### src/rtl/carry_skip_add_sequencer_pkg.sv
// Shared definitions for the carry-skip add sequencer: the control state
// encoding and the helper that sizes the slice index.
package carry_skip_add_sequencer_pkg;

    typedef enum logic [1:0] {
        IDLE = 2'd0,
        RUN  = 2'd1,
        DONE = 2'd2
    } state_t;

    // Bits needed to count slices 0..words-1, never less than one bit.
    function automatic int idx_width(input int words);
        int w;
        w = 1;
        for (int i = 1; i < 31; i++) begin
            if ((1 << i) < words) begin
                w = i + 1;
            end
        end
        return w;
    endfunction

endpackage

### src/rtl/carry_skip_add_sequencer_adder.sv
// Combinational N-bit carry-skip adder. Bits ripple inside each block of
// BLOCK_SIZE bits; when every bit of a block propagates, the block's
// carry-in bypasses the ripple chain and becomes the block's carry-out.
// N must be a multiple of BLOCK_SIZE.
module carry_skip_adder #(
    parameter int BLOCK_SIZE = 2,
    parameter int N          = 4
) (
    input  logic [N-1:0] a,
    input  logic [N-1:0] b,
    input  logic         cin,
    output logic [N-1:0] sum,
    output logic         cout
);

    localparam int NB = N / BLOCK_SIZE;

    logic [N-1:0] w_p;
    logic [N-1:0] w_g;

    genvar gi;
    generate
        for (gi = 0; gi < N; gi++) begin : g_pg
            assign w_p[gi] = a[gi] ^ b[gi];
            assign w_g[gi] = a[gi] & b[gi];
        end
    endgenerate

    // Walk the blocks LSB first: ripple inside a block, skip across it when
    // the whole block propagates.
    always_comb begin
        logic w_blk_c;
        logic w_rip_c;
        logic w_p_all;
        sum     = '0;
        w_blk_c = cin;
        w_rip_c = 1'b0;
        w_p_all = 1'b1;
        for (int j = 0; j < NB; j++) begin
            w_rip_c = w_blk_c;
            w_p_all = 1'b1;
            for (int k = 0; k < BLOCK_SIZE; k++) begin
                sum[j*BLOCK_SIZE + k] = w_p[j*BLOCK_SIZE + k] ^ w_rip_c;
                w_rip_c = w_g[j*BLOCK_SIZE + k] | (w_p[j*BLOCK_SIZE + k] & w_rip_c);
                w_p_all = w_p_all & w_p[j*BLOCK_SIZE + k];
            end
            w_blk_c = w_p_all ? w_blk_c : w_rip_c;
        end
        cout = w_blk_c;
    end

endmodule

### src/rtl/carry_skip_add_sequencer.sv
// Multi-cycle W-bit adder (W = N*WORDS). One N-bit carry-skip slice is
// reused once per word, least significant word first, with the carry held
// in a register between words. Valid/ready on both sides.
module carry_skip_add_sequencer
    import carry_skip_add_sequencer_pkg::*;
#(
    parameter int BLOCK_SIZE = 2,
    parameter int N          = 4,
    parameter int WORDS      = 4
) (
    input  logic                 clk,
    input  logic                 rst_n,
    input  logic                 in_valid,
    output logic                 in_ready,
    input  logic [N*WORDS-1:0]   a,
    input  logic [N*WORDS-1:0]   b,
    input  logic                 cin,
    output logic                 out_valid,
    input  logic                 out_ready,
    output logic [N*WORDS-1:0]   sum,
    output logic                 cout,
    output logic                 busy
);

    localparam int W  = N * WORDS;
    localparam int IW = idx_width(WORDS);
    localparam logic [IW-1:0] LAST_IDX = IW'(WORDS - 1);

    state_t        r_state;
    logic [W-1:0]  r_a;
    logic [W-1:0]  r_b;
    logic [W-1:0]  r_sum;
    logic [IW-1:0] r_idx;
    logic          r_carry;
    logic          r_cout;
    logic          r_in_ready;
    logic          r_out_valid;
    logic          r_busy;

    logic [N-1:0]  w_a_words [WORDS];
    logic [N-1:0]  w_b_words [WORDS];
    logic [N-1:0]  w_slice_a;
    logic [N-1:0]  w_slice_b;
    logic [N-1:0]  w_slice_sum;
    logic          w_slice_cout;
    logic [W-1:0]  w_sum_merged;

    // Split the operand registers into words and build the next sum value
    // with only the current word replaced by the slice result.
    genvar gi;
    generate
        for (gi = 0; gi < WORDS; gi++) begin : g_words
            assign w_a_words[gi] = r_a[gi*N +: N];
            assign w_b_words[gi] = r_b[gi*N +: N];
            assign w_sum_merged[gi*N +: N] =
                (r_idx == IW'(gi)) ? w_slice_sum : r_sum[gi*N +: N];
        end
    endgenerate

    assign w_slice_a = w_a_words[r_idx];
    assign w_slice_b = w_b_words[r_idx];

    carry_skip_adder #(
        .BLOCK_SIZE (BLOCK_SIZE),
        .N          (N)
    ) u_adder (
        .a    (w_slice_a),
        .b    (w_slice_b),
        .cin  (r_carry),
        .sum  (w_slice_sum),
        .cout (w_slice_cout)
    );

    // Control FSM with registered handshake outputs and the datapath registers.
    always_ff @(posedge clk or negedge rst_n) begin
        if (!rst_n) begin
            r_state     <= IDLE;
            r_a         <= '0;
            r_b         <= '0;
            r_sum       <= '0;
            r_idx       <= '0;
            r_carry     <= 1'b0;
            r_cout      <= 1'b0;
            r_in_ready  <= 1'b1;
            r_out_valid <= 1'b0;
            r_busy      <= 1'b0;
        end else begin
            case (r_state)
                IDLE: begin
                    if (in_valid) begin
                        r_a        <= a;
                        r_b        <= b;
                        r_carry    <= cin;
                        r_idx      <= '0;
                        r_sum      <= '0;
                        r_cout     <= 1'b0;
                        r_in_ready <= 1'b0;
                        r_busy     <= 1'b1;
                        r_state    <= RUN;
                    end
                end
                RUN: begin
                    r_sum   <= w_sum_merged;
                    r_carry <= w_slice_cout;
                    if (r_idx == LAST_IDX) begin
                        // Index stays at the last word so it never leaves range.
                        r_cout      <= w_slice_cout;
                        r_out_valid <= 1'b1;
                        r_state     <= DONE;
                    end else begin
                        r_idx <= r_idx + IW'(1);
                    end
                end
                DONE: begin
                    if (out_ready) begin
                        r_out_valid <= 1'b0;
                        r_busy      <= 1'b0;
                        r_in_ready  <= 1'b1;
                        r_state     <= IDLE;
                    end
                end
                default: begin
                    r_state     <= IDLE;
                    r_in_ready  <= 1'b1;
                    r_out_valid <= 1'b0;
                    r_busy      <= 1'b0;
                end
            endcase
        end
    end

    assign in_ready  = r_in_ready;
    assign out_valid = r_out_valid;
    assign busy      = r_busy;
    assign sum       = r_sum;
    assign cout      = r_cout;

endmodule

### config.mk
export PLATFORM = sky130hd
export DESIGN_NAME = carry_skip_add_sequencer
export DESIGN_NICKNAME = d
export VERILOG_FILES = /design/src/rtl/carry_skip_add_sequencer_pkg.sv /design/src/rtl/carry_skip_add_sequencer_adder.sv /design/src/rtl/carry_skip_add_sequencer.sv
export SDC_FILE = /design/constraint.sdc
export NUM_CORES = 1
export LEC_CHECK = 0
export CAP_MARGIN = 20
export CORE_ASPECT_RATIO = 1.2
export CORE_MARGIN = 2
export CORE_UTILIZATION = 45
export CTS_CLUSTER_SIZE = 20
export DETAILED_ROUTE_END_ITERATION = 7
export PLACE_DENSITY = 0.71
export SYNTH_ARGS = -nofsm -noshare
export SYNTH_HDL_FRONTEND = slang
export SYNTH_SLANG_ARGS = --single-unit
export TNS_END_PERCENT = 100
### constraint.sdc
create_clock -name clk -period 6.4 [get_ports clk]
set_input_delay 1.28 -clock clk [delete_from_list [all_inputs] [get_ports clk]]
set_output_delay 1.28 -clock clk [all_outputs]
set_load 0.01 [all_outputs]
* Word level (Yosys, flattened, before mapping) *
Cells that the tools add are included.

cells by class
  add/subtract/negate cells = 1
  magnitude comparators = 1
  equal/unequal tests = 12
  multiplexer cells = 33
  bitwise gates (word level) = 25
  reduce and logical (&&, ||, !) cells = 13

operators with widths
  operator                                        number
  2-to-1 mux 4 bit                                8
  case mux 16 bit (2 select lines)                1
  AND reduction 3 bit                             8
  binary-select mux 4 bit (select 2 bit)          2
  2-to-1 mux 16 bit                               1
  != test 2 bit (second input constant)           7
  bitwise AND 1 bit                               10
  2-to-1 mux 2 bit                                5
  2-to-1 mux 1 bit                                9
  case mux 1 bit (3 select lines)                 3
  XOR 1 bit                                       8
  == test 2 bit (second input constant)           3
  case mux 2 bit (3 select lines)                 1
  == test 2 x 1 -> 1 bit (second input constant)  2
  logical NOT 2 bit                               2
  OR 1 bit                                        4
  case mux 1 bit (2 select lines)                 2
  case mux 2 bit (2 select lines)                 1
  AND reduction 2 bit                             2
  >= comparator 3 bit (second input constant)     1
  inverter 2 -> 3 bit                             1
  adder 2 x 1 -> 2 bit (second input constant)    1
  inverter 1 bit                                  2
  nonzero test 2 bit                              1

storage, ports and cells
  bits in registers = 57
  input port bits = 37
  output and inout port bits = 20
  logic and storage cells = 98

* Depth between registers and ports, before layout *
Gate-level depths: netlist of run 1.

  depth in word-level cells = 17
  gate-level depth with buffers = 13

* Cells and area by module *
From an unflattened synthesis of run 1, not the netlist that was laid out.

second synthesis, totals
  cell total of the unflattened synthesis = 230
  area total of the unflattened synthesis = 2,954.1 sq um

by module, submodules not included
  module                    instances  cells an instance  area an instance (sq um)
  carry_skip_add_sequencer  1          208                2,747.6
  carry_skip_adder          1          22                 206.4

* Worst setup path before layout of run 1 *
OpenSTA, ideal clock, no wires.

  kind = reg2reg
  from = register r_idx[0]
  to = register r_carry
  arrival = 2,980 ps
  data required time = 6,266 ps
  path slack = 3,287 ps
  stages on the path, launching flop included = 14
  buffers on the path = 1
  clock period less this slack = 3,113 ps
  cells stage by stage = dfrtp_1 buf_2 mux4_2 fa_1 inv_1 fa_1 a21bo_2 nand2_1 fa_1 inv_1 fa_1 a21boi_0 a41oi_1 o211ai_1

between the ends
  word-level cells in the longest chain between the ends = 16
  elaborated cells between the ends (all ways) = 28
  classes of those cells = 9 x mux; 19 x bitwise

RTL lines
  what                                                       RTL line                                                        text
  start, declared                                            carry_skip_add_sequencer.sv:33                                  logic [IW-1:0] r_idx;
  start signal, assigned                                     carry_skip_add_sequencer.sv:111                                 r_idx <= r_idx + IW'(1);
  inverter 2 -> 3 bit (implied by the code) (*)              carry_skip_add_sequencer.sv:60, carry_skip_add_sequencer.sv:61
  binary-select mux 4 bit (select 2 bit) (on tied branches)  carry_skip_add_sequencer.sv:60, carry_skip_add_sequencer.sv:61
  2-to-1 mux 4 bit (on tied branches) (2 in a row)           carry_skip_add_sequencer.sv:60, carry_skip_add_sequencer.sv:61
  XOR 1 bit                                                  carry_skip_add_sequencer_adder.sv:24                            assign w_p[gi] = a[gi] ^ b[gi];
  bitwise AND 1 bit                                          carry_skip_add_sequencer_adder.sv:44                            w_rip_c = w_g[j*BLOCK_SIZE + k] | (w_p[j*BLOCK_SIZE + k] & w_rip_c);
  OR 1 bit                                                   carry_skip_add_sequencer_adder.sv:44
  bitwise AND 1 bit                                          carry_skip_add_sequencer_adder.sv:44
  OR 1 bit                                                   carry_skip_add_sequencer_adder.sv:44
  2-to-1 mux 1 bit                                           carry_skip_add_sequencer_adder.sv:47                            w_blk_c = w_p_all ? w_blk_c : w_rip_c;
  bitwise AND 1 bit                                          carry_skip_add_sequencer_adder.sv:44
  OR 1 bit                                                   carry_skip_add_sequencer_adder.sv:44
  bitwise AND 1 bit                                          carry_skip_add_sequencer_adder.sv:44
  OR 1 bit                                                   carry_skip_add_sequencer_adder.sv:44
  2-to-1 mux 1 bit (*)                                       carry_skip_add_sequencer_adder.sv:47
  case mux 1 bit (2 select lines) (*)                        carry_skip_add_sequencer.sv:88                                  case (r_state)
  end signal, assigned                                       carry_skip_add_sequencer.sv:93                                  r_carry <= cin;
  end signal, assigned                                       carry_skip_add_sequencer.sv:104                                 r_carry <= w_slice_cout;
  end, declared                                              carry_skip_add_sequencer.sv:34                                  logic r_carry;

Every way passes the cells marked *; elsewhere a longest branch is shown, timed or not. The select of a mux whose other input is x is not followed.
A chain may end at the register's enable or synchronous reset.

* Worst setup path in the final report of run 1 *
Same ends and word-level chain as after synthesis.

==> qor.txt, run 1 <==
CP Capture Type: register
WP data arrival: 3.70 ns
Initial Util: 46.6%
Placed instance area: 3220 µm²
WHS Path Cells: 1
Remaining antenna violation count: 0
Mapped Cells: 185
Number of global-route vias before repair: 1673
Min-delay src: r_a[11]
CTS Sinks: 57
Crit path kind: register to register
Logic pwr share: 51.6%
RR Endpoint: r_carry
DRC violations left: 0
CTS tree: built
Postcts setup bufs: 0
Placed insts: 298
Outcome: finished, final reports clean
Resize count post-CTS: 0
Gr ovfl total: 0
Final Critical Period: 3.50 ns
Most frequent cells in the layout: dfrtp_1, clkdlybuf4s50_1, mux2_2
Io pins: 57
Hold Crit Class: register to register
Die Y: 87.6 µm
Routed wire length: 4770 µm
Port bufs: 56
Rel. slew slack: 52.0%
Root Buffer: clkbuf_8
Avg Vias per Cell: 5.39
Worst R2R Path Depth: 12
Async SR Flop Fraction: 100%
Initial DRC count: 82
Cts hold-fix bufs: 0
Final Hold Fails: 0
P&R area growth vs syn: 29.0%
H-Tree Depth: 3
Number of flops mapped to enable cells by yosys: 0
Hold_ws: 0.480 ns
Final Slew Violations: 0
GRT Resource Usage Total: 17.4%
Internal cell power: 1.20 mW
Setup violations, final: 0
Sequential element share of the synthesized area: 54.4%
RR Startpoint: r_idx[0]
Vias: 1681
Seq pwr share: 33.7%
Initial antenna violation count: 0
Hold Path Sink: r_a[11]
Synth top area cells: dfrtp_1, mux2_2, mux4_2, mux2_1, ha_1
CTS max path bufs: 2
Mapped cell area: 2620 µm²
Psw: 0.727 mW
Synth area leader: dfrtp_1
Net Sw Frac: 37.6%
Clock Latency Late Sink: 0.33 ns
Pin count of the biggest net entering global routing: 58
RSZ-0062 raised after global routing: false
Total CTS buffers: 9
Total core area: 5630 µm²
Setup TNS: 0 ns
Startpoint types: register
Period utilisation layout: 54.7%
Reg-to-reg slack, setup: 2.90 ns
Num rows: 30
Pwr Density: 571 nW/µm²
Final core occ: 60.1%
Leak pwr: 1.43 nW
Synth unique cells: 35
CTS clk-pin slew, worst paths: 0.06 ns
Synth Area per Inst: 14.2 µm²
Leading cell type in the layout, fill and taps excluded: dfrtp_1
Final non-filler cell total: 312
Nets: 294
Wire length per cell: 15.3 µm
Die width: 73.7 µm
Worst-margin pin slew: 0.720 ns
Peak Freq: 286 MHz
Share of the synthesized area in the top cell type: 53.4%
DP HPWL: 3390 µm
Clock share of power: 14.6%
Synth Net Count: 234
Total die area: 6460 µm²
Synthesis warning total: 0
Clock skew: 0.00516 ns
Finished Cell Area: 3390 µm²
First-pass GRT wire length: 8180 µm
Max VDD drop: 326 µV
Critical Path Fanout Max: 11
RePlAce Congestion: 0.747
Post-synth top flop: dfrtp_1
Number of diodes: 0
DRT Pass-1 Iters: 4
WP data required: 6.60 ns
Flops & latches, synth: 57
Max-Cap Viols: 0
Layout cells sized above 1: 19.8%
worst max-delay path by stage:
| stage | start | to | cells past startpoint |
|---|---|---|---|
| 2_1_floorplan | r_idx[0] | r_carry | 13 |
| 3_3_place_gp | r_idx[0] | r_carry | 12 |
| 3_5_place_dp | r_idx[0] | r_carry | 12 |
| 4_1_cts | r_idx[0] | r_carry | 12 |
| 5_1_grt | r_idx[0] | r_carry | 12 |
| 6_report | r_idx[0] | r_carry | 12 |
critical path, cell delays in order (launching register included):
cell	delay [ns]
dfrtp_1	0.72
mux4_2	0.63
fa_1	0.40
inv_1	0.07
fa_1	0.15
a21bo_2	0.22
nand2_1	0.08
fa_1	0.16
inv_1	0.04
fa_1	0.34
a21boi_0	0.13
a41oi_1	0.30
o211ai_1	0.14
cell families (layout without fill, tap and decap cells):
group / Yosys count / in the layout / share of synthesized area (%)
flip-flops: 57 / 57 / 54.4
multiplexers: 40 / 40 / 20.6
AO/OA/AOI/OAI: 33 / 33 / 9.59
AND/OR/NAND/NOR: 24 / 24 / 4.91
buffers and inverters: 19 / 82 / 3.62
adder cells (fa/ha/maj): 12 / 12 / 6.87
area by class of cell:
cell class | count | area, µm²
sequential | 57 | 1430
timing repair buffer | 58 | 571
inverter | 10 | 37.5
fill | 478 | 2240
clock buffer | 14 | 163
tap | 64 | 80.1
multi-input combinational | 109 | 1110
cells in the mapped netlist (2+ instances only):
master	instances
o21ai_1	3
a21oi_1	5
o2bb2ai_1	8
buf_4	3
buf_2	4
inv_1	10
dfrtp_1	56
o21ai_0	3
a22o_1	2
a32o_1	6
fa_1	4
mux4_2	8
nand2_1	10
nor2_1	5
mux2_2	23
ha_1	8
mux2_1	9
stage by stage:
| step | setup WS [ns] | total power, mW |
|---|---|---|
| 2_1_floorplan | 3.29 | 1.35 |
| 3_3_place_gp | 2.88 | 1.65 |
| 3_5_place_dp | 2.88 | 1.67 |
| 4_1_cts | 2.85 | 1.96 |
| 5_1_grt | 2.58 | 2.12 |
| 6_report | 2.90 | 1.93 |
flip-flops by register name, summed over array words and instances (netlist names):
register / count
r_a: 16
r_b: 16
sum: 16
r_idx: 2
r_state: 2
busy: 1
cout: 1
in_ready: 1
out_valid: 1
r_carry: 1
routing by layer:
layer / part of all wire (%) / GRT usage, % / vias to the layer above
met5: 0 / 0 / -
met4: 1.9 / 8.76 / 0
met3: 4.8 / 4.60 / 9
met2: 50 / 26.8 / 45
met1: 43 / 22.6 / 843
li1: - / - / 784
power by group through the flow:
stage                     Clock, mW  Sequential [mW]  Combinational, mW
after floorplan                   0            0.615              0.738
after global placement            0            0.654               1.00
after detailed placement          0            0.661               1.01
after CTS                     0.293            0.655               1.01
after global routing          0.313            0.679               1.13
final                         0.282            0.652              0.997
Note: power is estimated with default switching activity, not from simulation.
==> inputs of run 2 (changes only) <==
--- a/config.mk
+++ b/config.mk
@@ -11,7 +11,7 @@
 export CORE_UTILIZATION = 45
 export CTS_CLUSTER_SIZE = 20
 export DETAILED_ROUTE_END_ITERATION = 7
-export PLACE_DENSITY = 0.71
+export PLACE_DENSITY = 0.74
 export SYNTH_ARGS = -nofsm -noshare
 export SYNTH_HDL_FRONTEND = slang
 export SYNTH_SLANG_ARGS = --single-unit
==> constraint.sdc (replaced) <==
create_clock -name clk -period 3.1 [get_ports clk]
set_input_delay 0.62 -clock clk [delete_from_list [all_inputs] [get_ports clk]]
set_output_delay 0.62 -clock clk [all_outputs]
set_load 0.01 [all_outputs]
==> qor.txt, run 2 (same netlist as run 1, synthesis figures left out) <==
Critical Path Fanout Max: 4 (-7)
Register area: 1430 µm² (about the same)
Period utilisation layout: 96.6% (+42 points)
Setup violations, final: 0 (unchanged)
DRT Pass-1 Iters: 4 (unchanged)
WP data arrival: 3.21 ns (-0.49 ns)
Total core area: 5630 µm² (unchanged)
Net Sw Frac: 35.8% (-1.8 points)
Final Slew Violations: 0 (unchanged)
Gr ovfl total: 0 (unchanged)
Port bufs: 56 (unchanged)
Logic pwr share: 52.1% (+0.5 points)
Io pins: 57 (unchanged)
Number of global-route vias before repair: 1783 (+6.6%)
Total CTS buffers: 9 (unchanged)
Cts hold-fix bufs: 0 (unchanged)
Crit path kind: register to register
Hold Crit Class: input pin to asynchronous set/reset pin
Clock share of power: 19.4% (+4.8 points)
DRC violations left: 0 (unchanged)
Reg-to-reg slack, setup: 0.10 ns (-2.79 ns)
Final Hold Fails: 0 (unchanged)
CTS max path bufs: 2 (unchanged)
Rel. slew slack: 53.1% (+1.1 points)
RR Startpoint: r_idx[0]
Psw: 1.67 mW (+130%)
CTS clk-pin slew, worst paths: 0.06 ns (about the same)
DP HPWL: 3660 µm (+8.0%)
RePlAce Congestion: 0.764 (+2.3%)
Pin count of the biggest net entering global routing: 58 (unchanged)
Layout fillers: 433 (-9.4%)
Avg Vias per Cell: 5.33 (-1.1%)
Clock Latency Late Sink: 0.34 ns (about the same)
Final non-filler cell total: 321 (+2.9%)
Placed insts: 303 (+1.7%)
Number of diodes: 0 (unchanged)
H-Tree Depth: 3 (unchanged)
Final Critical Period: 3.00 ns (-0.505 ns)
Max-Cap Viols: 0 (unchanged)
Layout cells sized above 1: 27.2% (+7.5 points)
RR Endpoint: r_carry
Startpoint types: register
Leak pwr: 1.51 nW (+5.5%)
Area of the multi-input gates: 1140 µm² (+2.7%)
CTS Sinks: 57 (unchanged)
Pwr Density: 1310 nW/µm² (+130%)
Total die area: 6460 µm² (unchanged)
Num rows: 30 (unchanged)
Remaining antenna violation count: 0 (unchanged)
First-pass GRT wire length: 8570 µm (+4.7%)
Initial Util: 46.6% (unchanged)
P&R area growth vs syn: 35.9%
CP Capture Type: register
Worst setup margin: 0.105 ns (-2.79 ns)
Worst-margin pin slew: 0.703 ns (-0.0168 ns)
Outcome: finished, final reports clean
Routed wire length: 5140 µm (+7.7%)
Peak Freq: 334 MHz (+17%)
Nets: 301 (+2.4%)
Die width: 73.7 µm (unchanged)
Die Y: 87.6 µm (unchanged)
CTS tree: built
Worst R2R Path Depth: 12 (unchanged)
Wire length per cell: 16.0 µm (+4.7%)
WP data required: 3.31 ns (-3.29 ns)
Vias: 1711 (+1.8%)
Most frequent cells in the layout: dfrtp_1, clkdlybuf4s50_1, mux2_2
Setup TNS: 0 ns (unchanged)
Max VDD drop: 602 µV (+85%)
Clock skew: 0.00694 ns (+0.00178 ns)
Initial DRC count: 82 (unchanged)
Root Buffer: clkbuf_8
Hold_ws: 0.407 ns (-0.0729 ns)
Internal cell power: 3.00 mW (+150%)
Worst slack, placed: -0.0193 ns (-2.90 ns)
GRT Resource Usage Total: 18.0% (+0.65 points)
Seq pwr share: 28.4% (-5.3 points)
Initial antenna violation count: 0 (unchanged)
-- run 2: cell types whose count changed in the layout (fill, tap and decap cells not counted), sizes merged --
cell    before  now
buf          3   10
clkinv       0    2
clkbuf      14   10
bufinv       0    4
-- run 2: worst max path at each step --
stage               endpoint  slack, ns  startpoint  depth (start not counted)
floorplan            r_carry       0.06    r_idx[0]                         13
global placement     r_carry       0.11    r_idx[0]                         12
detailed placement   r_carry      -0.02    r_idx[0]                         12
CTS                  r_carry       0.03    r_idx[0]                         12
global route         r_carry      -0.03    r_idx[0]                         12
finish               r_carry       0.10    r_idx[0]                         12
-- run 2: per-layer routing --
metal,vias up,global-route usage [%],share of wire (%)
met5,-,0,0
met3,11,4.37,4.2
met2,49,27.8,50
li1,803,-,-
met4,0,10.4,2.6
met1,848,23.0,43
-- run 2: layout make-up --
cell class              instances  share of cell area, %
clock buffers                  10                   3.58
clock inverters                 6                   3.65
inverters                      10                   1.05
multi-input cells             109                   31.9
flip-flops and latches         57                   40.1
well taps                      64                   2.25
repair buffers                 65                   17.5
-- run 2: per-stage QoR --
stage | util, % | total power [mW] | cell area, µm²
4_1_cts | 62.5 | 4.44 | 3520
3_5_place_dp | 57.9 | 3.50 | 3260
3_3_place_gp | 57.9 | 3.43 | 3260
5_1_grt | 63.3 | 5.04 | 3560
6_report | 63.3 | 4.67 | 3560
2_1_floorplan | - | 2.80 | 2630
-- run 2: worst max-delay path: stages, from the launching register on --
cell      delay, ns
dfrtp_2        0.41
mux4_2         0.54
fa_2           0.37
inv_2          0.06
fa_2           0.17
a21bo_4        0.23
nand2_2        0.08
fa_2           0.20
inv_2          0.04
fa_2           0.31
a21boi_2       0.17
a41oi_2        0.18
o211ai_1       0.13
-- run 2: timing repair --
action                     4_1_cts  5_1_grt
setup endpoints to repair        1        6
gates resized for setup          1       11
setup buffers                    0        2
gates cloned                     0        0
pin swaps                        0        3
-- run 2: power groups by stage --
| stage | combinational, mW | sequential [mW] | clock [mW] |
|---|---|---|---|
| floorplan | 1.53 | 1.27 | 0 |
| global placement | 2.10 | 1.34 | 0 |
| detailed placement | 2.16 | 1.34 | 0 |
| CTS | 2.18 | 1.33 | 0.926 |
| global route | 2.71 | 1.37 | 0.956 |
| finish | 2.44 | 1.33 | 0.909 |
==> inputs of run 3 (changes only) <==
--- a/config.mk
+++ b/config.mk
@@ -5,13 +5,14 @@
 export SDC_FILE = /design/constraint.sdc
 export NUM_CORES = 1
 export LEC_CHECK = 0
+export ABC_AREA = 1
 export CAP_MARGIN = 20
 export CORE_ASPECT_RATIO = 1.2
 export CORE_MARGIN = 2
 export CORE_UTILIZATION = 45
 export CTS_CLUSTER_SIZE = 20
 export DETAILED_ROUTE_END_ITERATION = 7
-export PLACE_DENSITY = 0.74
+export PLACE_DENSITY = 0.73
 export SYNTH_ARGS = -nofsm -noshare
 export SYNTH_HDL_FRONTEND = slang
 export SYNTH_SLANG_ARGS = --single-unit
==> qor.txt, run 3 <==
Clock skew: 0.00645 ns (-0.000483 ns)
DRC violations left: 0 (unchanged)
WP data required: 3.31 ns (about the same)
H-Tree Depth: 3 (unchanged)
Async SR Flop Fraction: 100% (unchanged)
Number of global-route vias before repair: 2250 (+26%)
Remaining antenna violation count: 0 (unchanged)
Rel. slew slack: 53.7% (+0.61 points)
Post-synth top flop: dfrtp_1
Vias: 2303 (+35%)
Hold Crit Class: input pin to asynchronous set/reset pin
Setup TNS: 0 ns (unchanged)
Share of the synthesized area in the top cell type: 51.1% (-2.3 points)
Outcome: finished, final reports clean
Clock share of power: 15.0% (-4.4 points)
Layout cells sized above 1: 12.3% (-15 points)
Gr ovfl total: 0 (unchanged)
WP data arrival: 3.07 ns (-0.14 ns)
CTS tree: built
Final core occ: 60.9% (-2.4 points)
Met1 usage: 24.7% (+1.7 points)
Synth Net Count: 388 (+66%)
Layout fillers: 568 (+31%)
Pwr Density: 1120 nW/µm² (-15%)
Total die area: 6740 µm² (+4.3%)
Die width: 75.3 µm (+2.1%)
Final Slew Violations: 0 (unchanged)
Synthesis warning total: 0 (unchanged)
Mapped Cells: 339 (+83%)
Pin count of the biggest net entering global routing: 58 (unchanged)
RePlAce Congestion: 0.901 (+18%)
Net Sw Frac: 42.7% (+6.9 points)
Nets: 458 (+52%)
Port bufs: 56 (unchanged)
Placed insts: 475 (+57%)
Peak Freq: 349 MHz (+4.6%)
Psw: 1.73 mW (+3.7%)
WP buf/inv: 5 (+3)
Number of diodes: 0 (unchanged)
Synth Area per Inst: 8.09 µm² (-43%)
Seq pwr share: 32.3% (+3.9 points)
Total CTS buffers: 9 (unchanged)
CP top delay family: adder cells
Setup violations, final: 0 (unchanged)
Period utilisation layout: 92.4% (-4.2 points)
P&R area growth vs syn: 32.7%
Synth top cells by count: nand2_1, dfrtp_1, inv_1
Die Y: 89.5 µm (+2.1%)
First-pass GRT wire length: 9920 µm (+16%)
CP Capture Type: register
Crit path kind: register to register
Startpoint types: register
Max-Cap Viols: 0 (unchanged)
Flops & latches, synth: 57 (unchanged)
Synth area leader: dfrtp_1
Internal cell power: 2.33 mW (-22%)
Most frequent cells in the layout: nand2_1, dfrtp_1, clkdlybuf4s50_1
Io pins: 57 (unchanged)
Slowest CP cell: dfrtp_2
Number of flops mapped to enable cells by yosys: 0 (unchanged)
Final Critical Period: 2.86 ns (-0.132 ns)
DP HPWL: 4190 µm (+15%)
Routed wire length: 5760 µm (+12%)
Initial Util: 45.9% (-0.68 points)
Leading cell type in the layout, fill and taps excluded: nand2_1
Logic pwr share: 52.7% (+0.6 points)
DRT Pass-1 Iters: 4 (unchanged)
Root Buffer: clkbuf_8
Busiest grt layer: met2
Synth top area cells: dfrtp_1, nand2_1, inv_1, ha_1, fa_1
Num rows: 31 (+3.3%)
Most frequent cell after synthesis: nand2_1
Max VDD drop: 502 µV (-17%)
Avg Vias per Cell: 4.64 (-13%)
Max incr delay on CP: 0.46 ns (-0.08 ns)
Grt met2 use: 31.7% (+3.9 points)
Synth unique cells: 22 (-37%)
Met3 Track Usage GR: 4.62% (+0.25 points)
Clock Latency Late Sink: 0.34 ns (about the same)
Initial DRC count: 105 (+28%)
RR Startpoint: r_idx[0]
Initial antenna violation count: 0 (unchanged)
Critical Path Fanout Max: 7 (+3)
Wire length per cell: 11.6 µm (-27%)
CP cell instances: inv_4 > nor2_1 > o22ai_2 > fa_2 > inv_1 > fa_2 > inv_1 > nand2_1 > and2_1 > fa_2 > inv_1 > fa_1 > inv_1 > nor2_2 > nand2_1 > o21ai_1
Final non-filler cell total: 496 (+55%)
Final Hold Fails: 0 (unchanged)
Leak pwr: 1.84 nW (+21%)
Worst-margin pin slew: 0.694 ns (-0.00916 ns)
Total core area: 5970 µm² (+6.1%)
Sequential element share of the synthesized area: 52.1% (-2.4 points)
GRT Resource Usage Total: 19.8% (+1.8 points)
RSZ-0062 raised after global routing: false
CTS max path bufs: 2 (unchanged)
Mapped cell area: 2740 µm² (+4.5%)
Most repeated library cell on the critical path: inv_1
CTS clk-pin slew, worst paths: 0.06 ns (about the same)
CTS Sinks: 57 (unchanged)
CP startpoint: r_idx[0]
-- run 3: cell types whose count changed after synthesis, sizes merged, moves of 6 or more --
| cell | change |
|---|---|
| mux4 | -8 |
| nand2 | +142 |
| nor2 | +14 |
| o2bb2ai | -8 |
| o21ai | +24 |
| nand3 | +14 |
| mux2 | -32 |
| inv | +26 |
| a32o | -6 |
-- run 3: final cells by class --
cell class	instances	area, µm²	area share, %
Sequential cell	57	1430	39.3
Multi-Input combinational cell	235	1140	31.3
Timing Repair Buffer	70	661	18.2
Clock buffer	15	166	4.57
Inverter	36	138	3.78
Tap cell	82	103	2.82
Clock inverter	1	5.00	0.138
-- run 3: per-stage QoR --
step                power [mW]  cell area, µm²  hold WS (ns)  worst slack (ns)
finish                    4.06            3640         0.420             0.236
CTS                       4.02            3580         0.435            0.0974
floorplan                 2.71            2750         0.324            0.0241
global placement          3.32            3410         0.460             0.214
detailed placement        3.38            3410         0.463             0.131
global route              4.51            3640         0.483            0.0199
-- run 3: power groups by stage --
stage	logic [mW]	clock network, mW	registers (mW)
finish	2.14	0.608	1.31
global route	2.50	0.654	1.35
CTS	2.08	0.622	1.31
detailed placement	2.06	0	1.32
global placement	2.01	0	1.31
floorplan	1.41	0	1.30
-- run 3: what timing repair did --
action / in CTS / in global routing
setup buffers: 0 / 5
resized for setup: 0 / 9
endpoints found under the setup margin: 0 / 5
hold buffers: 0 / 0
-- run 3: logic make-up (layout without fill, tap and decap cells) --
logic type	after synthesis	after routing	synth area share, %
and+or+nand+nor	186	186	26.6
AOI/OAI and AO/OA	37	37	7.57
adders and majority gates	12	12	6.57
DFF	57	57	52.1
buffers and inverters	47	122	7.25
-- run 3: worst register-to-register path: cells and delay by family (launching register included) --
kind / cells / cell delay (ns)
buffers and inverters: 5 / 0.36
AO/OA/AOI/OAI: 2 / 0.28
AND/OR/NAND/NOR: 5 / 0.39
adder cells (fa/ha/maj): 4 / 1.26
flip-flops: 1 / 0.46
-- run 3: final timing paths --
check | cells after the start | to | slack (ns)
hold reg to reg | 2 | sum[15] | 0.48
min in group clk | 2 | sum[15] | 0.48
max in group asynchronous | 2 | r_idx[0] | 2.19
setup / recovery | 16 | sum[3] | 0.24
setup reg to reg | 16 | sum[3] | 0.24
hold / removal | 2 | sum[1] | 0.42
-- run 3: layer usage --
metal	wire, µm	share of wire [%]	vias to the layer above
met5	0	0	-
met4	197	3.4	0
met3	216	3.8	19
met2	2760	48	58
met1	2580	45	1048
li1	-	-	1178
